==> src/rtl/wb_port_arbiter.sv <==
// wb_port_arbiter
//   Arbitrates the ALU result path and the memory-load path onto the single
//   write port of the 32x32 register file. Each source uses a valid/ready
//   handshake. The winning request is registered and appears one cycle later
//   as wb_en/wb_addr/wb_data/wb_src. Memory loads win by default.
//
//   Optional feature macro: STARVE_GUARD_EN
//     defined   - a 4-bit starvation counter and a NORMAL/FORCE_ALU FSM force
//                 an ALU grant after STARVE_LIMIT consecutive lost arbitrations
//     undefined - strict MEM priority, no counter or FSM
//
// Ports
//   clk        in   clock, rising edge
//   rst        in   synchronous active-high reset
//   wb_stall   in   register file cannot accept a write; no grants this cycle
//   alu_valid  in   ALU writeback request
//   alu_addr   in   ALU destination register
//   alu_data   in   ALU result
//   alu_ready  out  ALU request accepted this cycle (combinational)
//   mem_valid  in   load writeback request
//   mem_addr   in   load destination register
//   mem_data   in   load data
//   mem_ready  out  load request accepted this cycle (combinational)
//   wb_en      out  register-file write enable (registered, one cycle per grant)
//   wb_addr    out  register-file write address (registered, holds when idle)
//   wb_data    out  register-file write data (registered, holds when idle)
//   wb_src     out  source of the write: 0 = ALU, 1 = MEM (registered)
module wb_port_arbiter #(
  parameter int DATA_W       = 32,
  parameter int ADDR_W       = 5,
  parameter int STARVE_LIMIT = 3
) (
  input  logic              clk,
  input  logic              rst,
  input  logic              wb_stall,
  input  logic              alu_valid,
  input  logic [ADDR_W-1:0] alu_addr,
  input  logic [DATA_W-1:0] alu_data,
  output logic              alu_ready,
  input  logic              mem_valid,
  input  logic [ADDR_W-1:0] mem_addr,
  input  logic [DATA_W-1:0] mem_data,
  output logic              mem_ready,
  output logic              wb_en,
  output logic [ADDR_W-1:0] wb_addr,
  output logic [DATA_W-1:0] wb_data,
  output logic              wb_src
);

  if (STARVE_LIMIT < 1 || STARVE_LIMIT > 15) begin : g_bad_limit
    $error("wb_port_arbiter: STARVE_LIMIT must be in 1..15");
  end

  logic grant_alu;
  logic grant_mem;
  logic force_alu;

  // ---------------------------------------------------------------------------
  // Starvation guard
  // ---------------------------------------------------------------------------
`ifdef STARVE_GUARD_EN
  typedef enum logic {
    NORMAL    = 1'b0,
    FORCE_ALU = 1'b1
  } state_t;

  localparam logic [3:0] LIMIT = 4'(STARVE_LIMIT);

  state_t     state_q;
  state_t     state_d;
  logic [3:0] cnt_q;
  logic [3:0] cnt_d;

  assign force_alu = (state_q == FORCE_ALU);

  always_ff @(posedge clk) begin
    if (rst) begin
      state_q <= NORMAL;
      cnt_q   <= '0;
    end else begin
      state_q <= state_d;
      cnt_q   <= cnt_d;
    end
  end

  always_comb begin
    cnt_d   = cnt_q;
    state_d = state_q;

    // Count only arbitrations the ALU actually lost to MEM; stalls hold.
    if (!alu_valid || grant_alu) begin
      cnt_d = '0;
    end else if (mem_valid && grant_mem && (cnt_q < LIMIT)) begin
      cnt_d = cnt_q + 4'd1;
    end

    // Entering FORCE_ALU on the next-count value makes the forced grant land
    // on the cycle right after the STARVE_LIMIT-th loss.
    unique case (state_q)
      NORMAL: begin
        if (cnt_d == LIMIT) state_d = FORCE_ALU;
      end
      FORCE_ALU: begin
        if (grant_alu || !alu_valid) state_d = NORMAL;
      end
      default: state_d = NORMAL;
    endcase
  end
`else
  assign force_alu = 1'b0;
`endif

  // ---------------------------------------------------------------------------
  // Grant selection
  // ---------------------------------------------------------------------------
  always_comb begin
    grant_alu = 1'b0;
    grant_mem = 1'b0;
    if (!rst && !wb_stall) begin
      if (alu_valid && mem_valid) begin
        if (force_alu) grant_alu = 1'b1;
        else           grant_mem = 1'b1;
      end else begin
        grant_alu = alu_valid;
        grant_mem = mem_valid;
      end
    end
  end

  assign alu_ready = grant_alu;
  assign mem_ready = grant_mem;

  // ---------------------------------------------------------------------------
  // Registered write port
  // ---------------------------------------------------------------------------
  always_ff @(posedge clk) begin
    if (rst) begin
      wb_en   <= 1'b0;
      wb_addr <= '0;
      wb_data <= '0;
      wb_src  <= 1'b0;
    end else begin
      wb_en <= grant_alu | grant_mem;
      if (grant_alu) begin
        wb_addr <= alu_addr;
        wb_data <= alu_data;
        wb_src  <= 1'b0;
      end else if (grant_mem) begin
        wb_addr <= mem_addr;
        wb_data <= mem_data;
        wb_src  <= 1'b1;
      end
    end
  end

endmodule
==> config.mk <==
export PLATFORM = sky130hd
export DESIGN_NAME = wb_port_arbiter
export DESIGN_NICKNAME = d
export VERILOG_FILES = /design/src/rtl/wb_port_arbiter.sv
export SDC_FILE = /design/constraint.sdc
export NUM_CORES = 1
export LEC_CHECK = 0
export BUFFER_PORTS_ARGS = -buffer_cell sky130_fd_sc_hd__buf_4
export CELL_PAD_IN_SITES_DETAIL_PLACEMENT = 0
export CELL_PAD_IN_SITES_GLOBAL_PLACEMENT = 1
export CORE_ASPECT_RATIO = 0.5
export CORE_MARGIN = 3
export CORE_UTILIZATION = 27
export CTS_BUF_LIST = sky130_fd_sc_hd__clkbuf_4
export CTS_CLUSTER_DIAMETER = 150
export CTS_CLUSTER_SIZE = 10
export DETAILED_ROUTE_END_ITERATION = 7
export PLACE_DENSITY = 0.75
export SLEW_MARGIN = 10
export SYNTH_ARGS = -nofsm -noshare
export SYNTH_HDL_FRONTEND = slang
export SYNTH_SLANG_ARGS = --single-unit
export TNS_END_PERCENT = 5
==> constraint.sdc <==
create_clock -name clk -period 1.19 [get_ports clk]
set_input_delay 0.0595 -clock clk [delete_from_list [all_inputs] [get_ports clk]]
set_output_delay 0.0595 -clock clk [all_outputs]
set_load 0.01 [all_outputs]
[Yosys cells after proc, flatten, opt, wreduce, memory -nomap -nowiden]
Index checks and enable logic that the tools add are counted.
Cells by class
  reductions and logical operators: 6
  muxes and demuxes: 8
  bitwise operators: 1
Operators with widths (number)
  2-to-1 mux 32 bit: 2
  2-to-1 mux 5 bit: 2
  2-to-1 mux 1 bit: 4
  logical AND 1 bit: 2
  zero test 1 bit: 2
  nonzero test 2 bit: 1
  OR reduction 2 bit: 1
  bitwise OR 1 bit: 1
Word-level totals
  output and inout bits: 41
  input port bits: 79
  bits in registers: 39
  logic and storage cells: 19

[Longest topological paths before layout]
Gate-level depths: netlist of the first run.
  word-level depth: 5
  depth in mapped cells: 5
  mapped depth without buffers: 3

[Least setup slack after synthesis of the first run]
No wires, ideal clock.
  path kind: input to register
  from: input rst
  to: register wb_data[13]
  data required time: 1053 ps
  arrival: 1090 ps
  path buffers: 2
  setup slack: -37 ps
  stages: 5
  setup time: 137 ps
  path through: or4b_1 > buf_4 > buf_6 > a22oi_2 > a211oi_1
Between the ends
  longest elaborated chain between the ends: 4
  elaborated cells on any way between the ends: 6
  those cells by class: mux (3); reduce/logical (3)
RTL lines
  start: declaration: RTL line 34  | input logic rst,
  zero test 1 bit: RTL line 119  | if (!rst && !wb_stall) begin
  logical AND 1 bit: RTL line 119
  2-to-1 mux 1 bit: RTL line 119
  2-to-1 mux 32 bit or nonzero test 2 bit (tied branches)
  end signal: assignment: RTL line 146  | wb_data <= alu_data;
  end signal: assignment: RTL line 150  | wb_data <= mem_data;
  end: declaration: RTL line 46  | output logic [DATA_W-1:0] wb_data,
Several ways; a longest one is shown, not always the timed one.
A chain may end at the register's enable or synchronous reset.

[Final worst setup path of the first run]
  from: input rst
  to: output alu_ready
Between the ends
  longest elaborated chain between the ends: 3
RTL lines
  zero test 1 bit: RTL line 119
  logical AND 1 bit: RTL line 119
  2-to-1 mux 1 bit: RTL line 119
  end: declaration: RTL line 39  | output logic alu_ready,
Every way passes these cells.

==> results of run 1 <==
==> worst max-delay path, stage by stage <==
cell and delay (ps):
buf_4 110, or4b_4 580, buf_12 150, inv_1 70, buf_4 120
==> registers in the layout, summed over array words and instances, names as in the netlist <==
| signal | cells |
|---|---|
| wb_addr | 5 |
| wb_src | 1 |
| wb_data | 32 |
| wb_en | 1 |
==> power groups by stage <==
stage	sequential, W	combinational (W)	clock [W]
global placement	0.00146	0.000770	0
global route	0.00145	0.000847	0.000786
detailed placement	0.00146	0.000783	0
finish	0.00143	0.000778	0.000703
CTS	0.00144	0.000786	0.000732
floorplan	0.00150	0.000293	0
==> final timing paths <==
kind | end | from | cells past startpoint | slack (ps)
setup / recovery | alu_ready | rst | 5 | 30
hold / removal | wb_data[14]$_SDFFE_PP0P_ | mem_data[14] | 3 | 70
setup reg to reg | wb_data[11]$_SDFFE_PP0P_ | wb_data[11]$_SDFFE_PP0P_ | 2 | 470
hold reg to reg | wb_src$_SDFFE_PP0P_ | wb_src$_SDFFE_PP0P_ | 2 | 520
==> area by class of cell <==
| class | count | area [um2] | share of cell area [%] |
|---|---|---|---|
| flip-flops and latches | 39 | 781 | 26.8 |
| clock inverters | 1 | 5.00 | 0.172 |
| multi-input cells | 119 | 898 | 30.8 |
| inverters | 1 | 3.75 | 0.129 |
| clock buffers | 7 | 52.6 | 1.80 |
| well taps | 88 | 110 | 3.78 |
| repair buffers | 135 | 1060 | 36.5 |
==> logic make-up (layout without fill, tap and decap cells) <==
logic type	count (synthesis)	after routing	share of synthesized area, %
AOI/OAI and AO/OA	112	112	47.0
DFF	39	39	43.6
and+or+nand+nor	7	7	2.45
buffers and inverters	25	144	6.99
==> per-layer routing <==
layer / vias to the layer above / global-route usage, %
li1: 956 / -
met2: 38 / 26.2
met4: 0 / 2.93
met3: 2 / 4.39
met1: 906 / 20.7
met5: - / 0
==> layout by cell type, fill, tap and decap left out <==
| cell type | n |
|---|---|
| a22oi_1 | 18 |
| or4b_4 | 1 |
| buf_4 | 131 |
| a22oi_2 | 19 |
| nor2b_4 | 1 |
| nor3_1 | 1 |
| buf_12 | 4 |
| a21oi_1 | 38 |
| clkbuf_4 | 7 |
| a211oi_1 | 37 |
| or2_2 | 1 |
| and2_1 | 2 |
| inv_1 | 1 |
| dfxtp_1 | 39 |
| nor2_2 | 1 |
| clkinv_2 | 1 |
==> repair_timing <==
action | in CTS | in global routing
setup endpoints to repair | 1 | 0
buffers inserted | 1 | 0
resized for setup | 0 | 0
==> through the flow <==
step	util [%]	setup TNS, ps	setup slack (ps)
final	46.8	0	30.4
after global routing	46.8	0	3.19
after CTS	46.8	0	31.5
after detailed placement	45.7	-4470	-146
after global placement	45.7	-3820	-121
after floorplan	-	0	1.42
==> results.yml, run 1 <==
power_and_ir_drop:
  max-vdd-ir-drop_uv: 327
  clockPowerShare_pct: 24.1
  comb_power_share_pct: 26.7
  switching_share_pct: 27.8
  p_int_w: 0.00210
  seq_power_share_pct: 49.2
  netSwitchingPower_w: 0.000811
  leakage_nw: 1.29
  power_density_nw_per_um2: 1000
  p_total_w: 0.00292
place:
  io_buffers: 119
  placed_area_um2: 2850
  gp_congestion: 0.758
  placed_cells: 381
  dp_hpwl_um: 4500
synth:
  syn_area_per_cell_um2: 9.78
  yosys.area.top_type_share_pct: 43.6
  ys_ff_latch: 39
  synth_common_cells: "dfxtp_1, a21oi_1, a211oi_1, a22oi_2, a22oi_1"
  async_flop_share_pct: 0
  syn_area_um2: 1790
  synth_edf_count: 0
  synthTopCellsByArea: "dfxtp_1, a211oi_1, a22oi_2"
  synth_cell_types: 17
  post-synth-top-count-cell: "dfxtp_1"
  postSynthCellCount: 183
  ys_warn_count: 0
  synth-seq-area-share_pct: 43.6
  synth_top_area_cell: "dfxtp_1"
  syn_nets: 262
  synth_flop_cell: "dfxtp_1"
sta:
  hold_viol: 0
  relSlewSlack_pct: 71.7
  whs_ps: 74.4
  period_needed_ps: 1160
  max_freq_mhz: 862
  skew_ps: 0
  min_period_over_period_pct: 97.4
  rsz0062_at_grt: "false"
  tightest_slew_ps: 425
  slew_viol_final: 0
  setup_viol: 0
routing:
  met1_length_um: 2730
  wire_per_inst_um: 15.8
  routed_wl_um: 6150
  drt_iter0_drc: 155
  via_per_inst: 4.88
  top_layer: "met4"
  drt-pass1-iter-count: 4
  met2_length_um: 3080
  drcViolationCount: 0
  met3_length_um: 302
  final_antenna_net_count: 0
  dr_total_vias: 1902
cells_and_area:
  fillers: 609
  syn2layout_area_growth_pct: 62.8
  drive_gt1_share_pct: 55.0
  fin_nets: 380
  n_antenna_cell: 0
  design_area_um2: 2910
  stdcell_count: 390
critical_path:
  arrival_ps: 1100
  required_ps: 1130
  startpoint_type: "input pin"
  worstPathMaxFanout: 4
  cp-end-kind: "output pin"
  worstSetupPathType: "input pin to output pin"
cts:
  root_buffer: "clkbuf_4"
  htree_levels: 2
  cts_tree: "built"
  clkTransAtPathRegs_ps: 120
  postCtsHoldBufs: 0
  clk_path_buf_depth: 2
  cts_made_buffers: 5
  clock_sinks: 39
  clk_latency_ps: 340
grt:
  grt_usage_pct: 15.8
  grt_pass1_vias: 1908
  grt_max_degree: 39
  grt_overflow: 0
  antenna_found_initial: 0
  grt_pass1_wl_um: 9890
floorplanning:
  die_area_um2: 7700
  num_rows: 20
  die_x_um: 121
  die_y_um: 63.6
  ios: 120
  start_util_pct: 28.7
  core_area_um2: 6230
flow_run:
  cap_violations: 0
outcome:
  status: "finished, final reports clean"
hold_path:
  hold_class: "input pin to register"
(Power assumes the default switching activity.)
==> run 2: changes to the inputs <==
Settings changed: CORE_MARGIN 3 to unset, MAX_ROUTING_LAYER set to met4, SETUP_SLACK_MARGIN set to 0.05.
==> run 2 against run 1 <==
Compared with the run above:
- die area shrank 9.4%
- design area grew 0.64%
- clock skew is the same
- largest cell class unchanged
- flip-flop and latch count is the same
- sequential share of layout area shrank 0.17 points
- critical endpoint unchanged
- cell count shrank 0.26%
- hold slack lost 6.3 ps
- first-iteration DRC count shrank 59%
- clock power grew 27%
- power grew 6.2%
==> results.yml, run 2 (synthesized netlist as in run 1, its figures left out) <==
grt:
  grt_usage_pct: 16.4
  grt_pass1_vias: 1825
  grt_max_degree: 40
  met3_usage_pct: 3.27
  antenna_found_initial: 0
  groute.layer.met2.usage_pct: 30.3
  grt_overflow: 0
  grtUsageMet1_pct: 18.8
  grt_pass1_wl_um: 8520
  busiest_layer: "met2"
critical_path:
  worst-r2r-setup-slack_ps: 470
  cp-end-kind: "output pin"
  arrival_ps: 1070
  startpoint_type: "input pin"
  worstSetupPathType: "input pin to output pin"
  required_ps: 1130
  rr_startpoint: "wb_addr[0]$_SDFFE_PP0P_"
  path_cells: "buf_4, or4b_4, buf_12, inv_4, buf_6"
  r2r_cells: 2
  worstPathMaxFanout: 18
  rr_endpoint: "wb_addr[0]$_SDFFE_PP0P_"
  slowest_stage: "or4b_4"
  max_stage_delay_ps: 570
cells_and_area:
  drive_gt1_share_pct: 55.1
  final_common_cell: "buf_4"
  finish.utilization_pct: 47.1
  fillers: 593
  register_area_um2: 781
  syn2layout_area_growth_pct: 63.8
  regMostFlops: "wb_data"
  final_cell_mix: "buf_4, dfxtp_1, a21oi_1"
  largest_reg_flops: 32
  n_antenna_cell: 0
  multiInputGateArea_um2: 903
  fin_nets: 379
  largestRegisters: "wb_data (32), wb_addr (5)"
  design_area_um2: 2930
power_and_ir_drop:
  max-vdd-ir-drop_uv: 430
  power_density_nw_per_um2: 1060
  p_total_w: 0.00310
  leakage_nw: 1.29
outcome:
  status: "finished, final reports clean"
floorplanning:
  num_rows: 20
  die_area_um2: 6980
  die_y_um: 59.6
  ios: 120
  core_area_um2: 6230
  die_x_um: 117
  start_util_pct: 28.7
routing:
  final_antenna_net_count: 0
  drt_iter0_drc: 64
  via_per_inst: 4.87
  drt-pass1-iter-count: 4
  routed_wl_um: 5610
  dr_total_vias: 1894
  wire_per_inst_um: 14.4
  drcViolationCount: 0
flow_run:
  cap_violations: 0
sta:
  setup_viol: 0
  whs_ps: 68.1
  max_freq_mhz: 882
  tns_ps: 0
  period_needed_ps: 1130
  min_period_over_period_pct: 95.3
  rsz0062_at_grt: "true"
  relSlewSlack_pct: 75.0
  slew_viol_final: 0
  hold_viol: 0
  tightest_slew_ps: 375
  skew_ps: 0
place:
  dp_hpwl_um: 4270
  placed_area_um2: 2840
  gp_congestion: 0.743
  io_buffers: 119
hold_path:
  hold_path_startpoint: "mem_data[19]"
  hold_class: "input pin to register"
  whs_path_depth: 3
  hold_end: "wb_data[19]$_SDFFE_PP0P_"
cts:
  clock_sinks: 39
  htree_levels: 2
  root_buffer: "clkbuf_4"
  cts_made_buffers: 5
  clkTransAtPathRegs_ps: 120
  post_cts_buffers: 0
  cts_tree: "built"
  clk_latency_ps: 330
  clk_path_buf_depth: 2
[run 2: cell count changes in the layout (fill, tap and decap cells not counted), sizes merged]
cell,previous run,this run
clkbuf,7,5
buf,135,134
clkinv,1,2
bufinv,0,1
[run 2: how the worst max path moves through the flow]
stage / startpoint / to / slack (ps) / cells past startpoint
floorplan: rst / wb_data[12]$_SDFFE_PP0P_ / 4 / 5
detailed placement: rst / wb_data[14]$_SDFFE_PP0P_ / -190 / 6
global route: wb_stall / alu_ready / 40 / 5
global placement: rst / wb_data[30]$_SDFFE_PP0P_ / -150 / 5
CTS: wb_stall / alu_ready / 60 / 5
finish: wb_stall / alu_ready / 60 / 5
[run 2: routing by layer]
layer | up-vias | routed length (um)
met4 | 0 | 17
li1 | 952 | -
met2 | 37 | 2930
met1 | 903 | 2450
met5 | - | 0
met3 | 2 | 206
[run 2: critical path: cells and delay by family]
| kind | cells | cell delay (ps) |
|---|---|---|
| and+or+nand+nor | 1 | 570 |
| buffers and inverters | 4 | 440 |
[run 2: layout make-up]
cell class,instances,area share [%]
clock buffers,5,1.28
multi-input cells,119,30.8
clock inverters,3,1.49
inverters,1,0.213
repair buffers,134,35.8
flip-flops and latches,39,26.6
well taps,88,3.75
[run 2: power by group]
group	switching (W)	internal (W)
clock	0.000450	0.000442
sequential	0.0000461	0.00139
combinational	0.000333	0.000434
[run 2: per-stage QoR]
| stage | setup slack [ps] | std cells |
|---|---|---|
| final | 56.3 | 389 |
| after floorplan | 3.99 | 183 |
| after global placement | -145 | 381 |
| after detailed placement | -193 | 381 |
| after global routing | 41.0 | 389 |
| after CTS | 56.0 | 389 |
[run 2: timing repair]
item / 4_1_cts / 5_1_grt
resized for setup: 4 / 1
hold buffers: 0 / 0
pin swaps: 1 / 0
endpoints found under the setup margin: 2 / 2
==> run 3: changes to the inputs <==
Settings changed: ABC_AREA set to 1, CELL_PAD_IN_SITES_DETAIL_PLACEMENT 0 to unset, CELL_PAD_IN_SITES_GLOBAL_PLACEMENT 1 to unset, CORE_UTILIZATION 27 to 30, PLACE_DENSITY 0.75 to 0.58.
==> run 3 against run 2 <==
Compared with the run above:
- count of clock-buffer cells in the layout up 2
- die area up 5.2%
- synthesized cell count up 82%
- sequential power about the same
- design area up 16%
- clock skew unchanged
- clock power down 21%
- critical path type unchanged
- highest routed layer unchanged
==> results.yml, run 3 <==
outcome:
  status: "finished, final reports clean"
routing:
  final_antenna_net_count: 0
  dr_total_vias: 2417
  drt-pass1-iter-count: 4
  via_per_inst: 4.27
  drt_iter0_drc: 96
  routed_wl_um: 6370
  wire_per_inst_um: 11.2
  drcViolationCount: 0
critical_path:
  rr_startpoint: "wb_data[20]$_SDFFE_PP0P_"
  r2r_cells: 4
  cp-startpoint: "rst"
  worstPathMaxFanout: 20
  arrival_ps: 870
  startpoint_type: "input pin"
  cp-end-kind: "output pin"
  required_ps: 1130
  worstSetupPathType: "input pin to output pin"
floorplanning:
  die_x_um: 120
  core_area_um2: 6730
  die_y_um: 61.1
  die_area_um2: 7340
  num_rows: 21
  start_util_pct: 31.1
  ios: 120
cells_and_area:
  finish.utilization_pct: 50.6
  fin_nets: 552
  final_cell_mix: "buf_4, nand2_1, inv_1"
  n_antenna_cell: 0
  final_common_cell: "buf_4"
  regMostFlops: "wb_data"
  largest_reg_flops: 32
  drive_gt1_share_pct: 30.2
  largestRegisters: "wb_data (32), wb_addr (5)"
  syn2layout_area_growth_pct: 62.4
cts:
  cts_made_buffers: 5
  clock_sinks: 39
  htree_levels: 2
  cts_tree: "built"
  clk_latency_ps: 330
  root_buffer: "clkbuf_4"
  clk_path_buf_depth: 2
  cts_resized: 0
  clkTransAtPathRegs_ps: 110
synth:
  synth_cell_types: 15
  syn_area_per_cell_um2: 6.29
  ys_ff_latch: 39
  synth_common_cells: "inv_1, nand2_1, nand3_1, dfxtp_1, a21oi_1"
  synthTopCellsByArea: "dfxtp_1, nand3_1, inv_1"
  postSynthCellCount: 333
  syn_area_um2: 2090
  synth_edf_count: 0
  syn_nets: 412
  ys_warn_count: 0
  async_flop_share_pct: 0
  yosys.area.top_type_share_pct: 37.3
  synth_top_area_cell: "dfxtp_1"
  synth-seq-area-share_pct: 37.3
  synth_flop_cell: "dfxtp_1"
power_and_ir_drop:
  leakage_nw: 1.85
  power_density_nw_per_um2: 872
  max-vdd-ir-drop_uv: 396
sta:
  tightest_slew_ps: 419
  tns_ps: 0
  setup_viol: 0
  setup_slack_ps: 258
  skew_ps: 0
  whs_ps: 14.7
  max_freq_mhz: 1070
  relSlewSlack_pct: 72.1
  hold_viol: 0
  slew_viol_final: 0
  rsz0062_at_grt: "false"
  period_needed_ps: 932
  min_period_over_period_pct: 78.3
place:
  dp_hpwl_um: 4330
  pre_cts_ws_ps: 177
  io_buffers: 119
  gp_congestion: 0.751
grt:
  grt_max_degree: 39
  grt_overflow: 0
  grt_pass1_wl_um: 9850
  grt_usage_pct: 17.5
  antenna_found_initial: 0
  grt_pass1_vias: 2133
hold_path:
  hold_path_startpoint: "mem_addr[0]"
  hold_class: "input pin to register"
  whs_path_depth: 5
flow_run:
  cap_violations: 0
[run 3: cell types whose count changed after synthesis, sizes merged, moves of 37 or more]
cell	delta
nand2	+76
inv	+77
nand3	+74
a211oi	-37
a22oi	-37
[run 3: final timing paths]
check	endpoint	slack [ps]
worst max-delay path	mem_ready	260
worst min-delay path	wb_addr[0]$_SDFFE_PP0P_	10
worst max register to register	wb_data[20]$_SDFFE_PP0P_	480
worst min register to register	wb_src$_SDFFE_PP0P_	500
[run 3: cell type report]
| type | count | area [um2] |
|---|---|---|
| clock buffers | 7 | 52.6 |
| flip-flops and latches | 39 | 781 |
| fillers | 735 | 3330 |
| repair buffers | 157 | 1270 |
| well taps | 92 | 115 |
| clock inverters | 1 | 5.00 |
| multi-input cells | 192 | 883 |
| inverters | 78 | 293 |
[run 3: kinds of logic after synthesis]
kind of cell / share of synthesized area (%)
flip-flops: 37.3
buffers and inverters: 21.0
AND/OR/NAND/NOR: 32.4
AO/OA/AOI/OAI: 9.26
[run 3: routing by layer]
metal	track usage [%]	up-vias	wire length, um
met5	-	-	0
met1	21.4	1059	2950
li1	-	1293	-
met3	3.24	6	244
met4	3.93	0	41
met2	30.7	59	3130
[run 3: timing repair]
| action | CTS | global route |
|---|---|---|
| hold buffers | 27 | 0 |
| setup buffers | 0 | 0 |
| hold endpoints to repair | 27 | 0 |
[run 3: power breakdown]
group / internal (W) / switching (W)
Clock: 0.000277 / 0.000427
Combinational: 0.000458 / 0.000366
Sequential: 0.00139 / 0.0000443
[run 3: critical path, cell delays in order]
cell and delay, ps:
buf_4 120, nor2_4 150, buf_4 270, nand2_1 70, inv_1 70, buf_4 120
[run 3: per-stage QoR]
step           std cells  area (um2)  total power (W)
2_1_floorplan        333        2090          0.00181
3_3_place_gp         531        3070          0.00222
3_5_place_dp         531        3070          0.00222
4_1_cts              566        3400          0.00301
5_1_grt              566        3400          0.00316
6_report             566        3400          0.00296
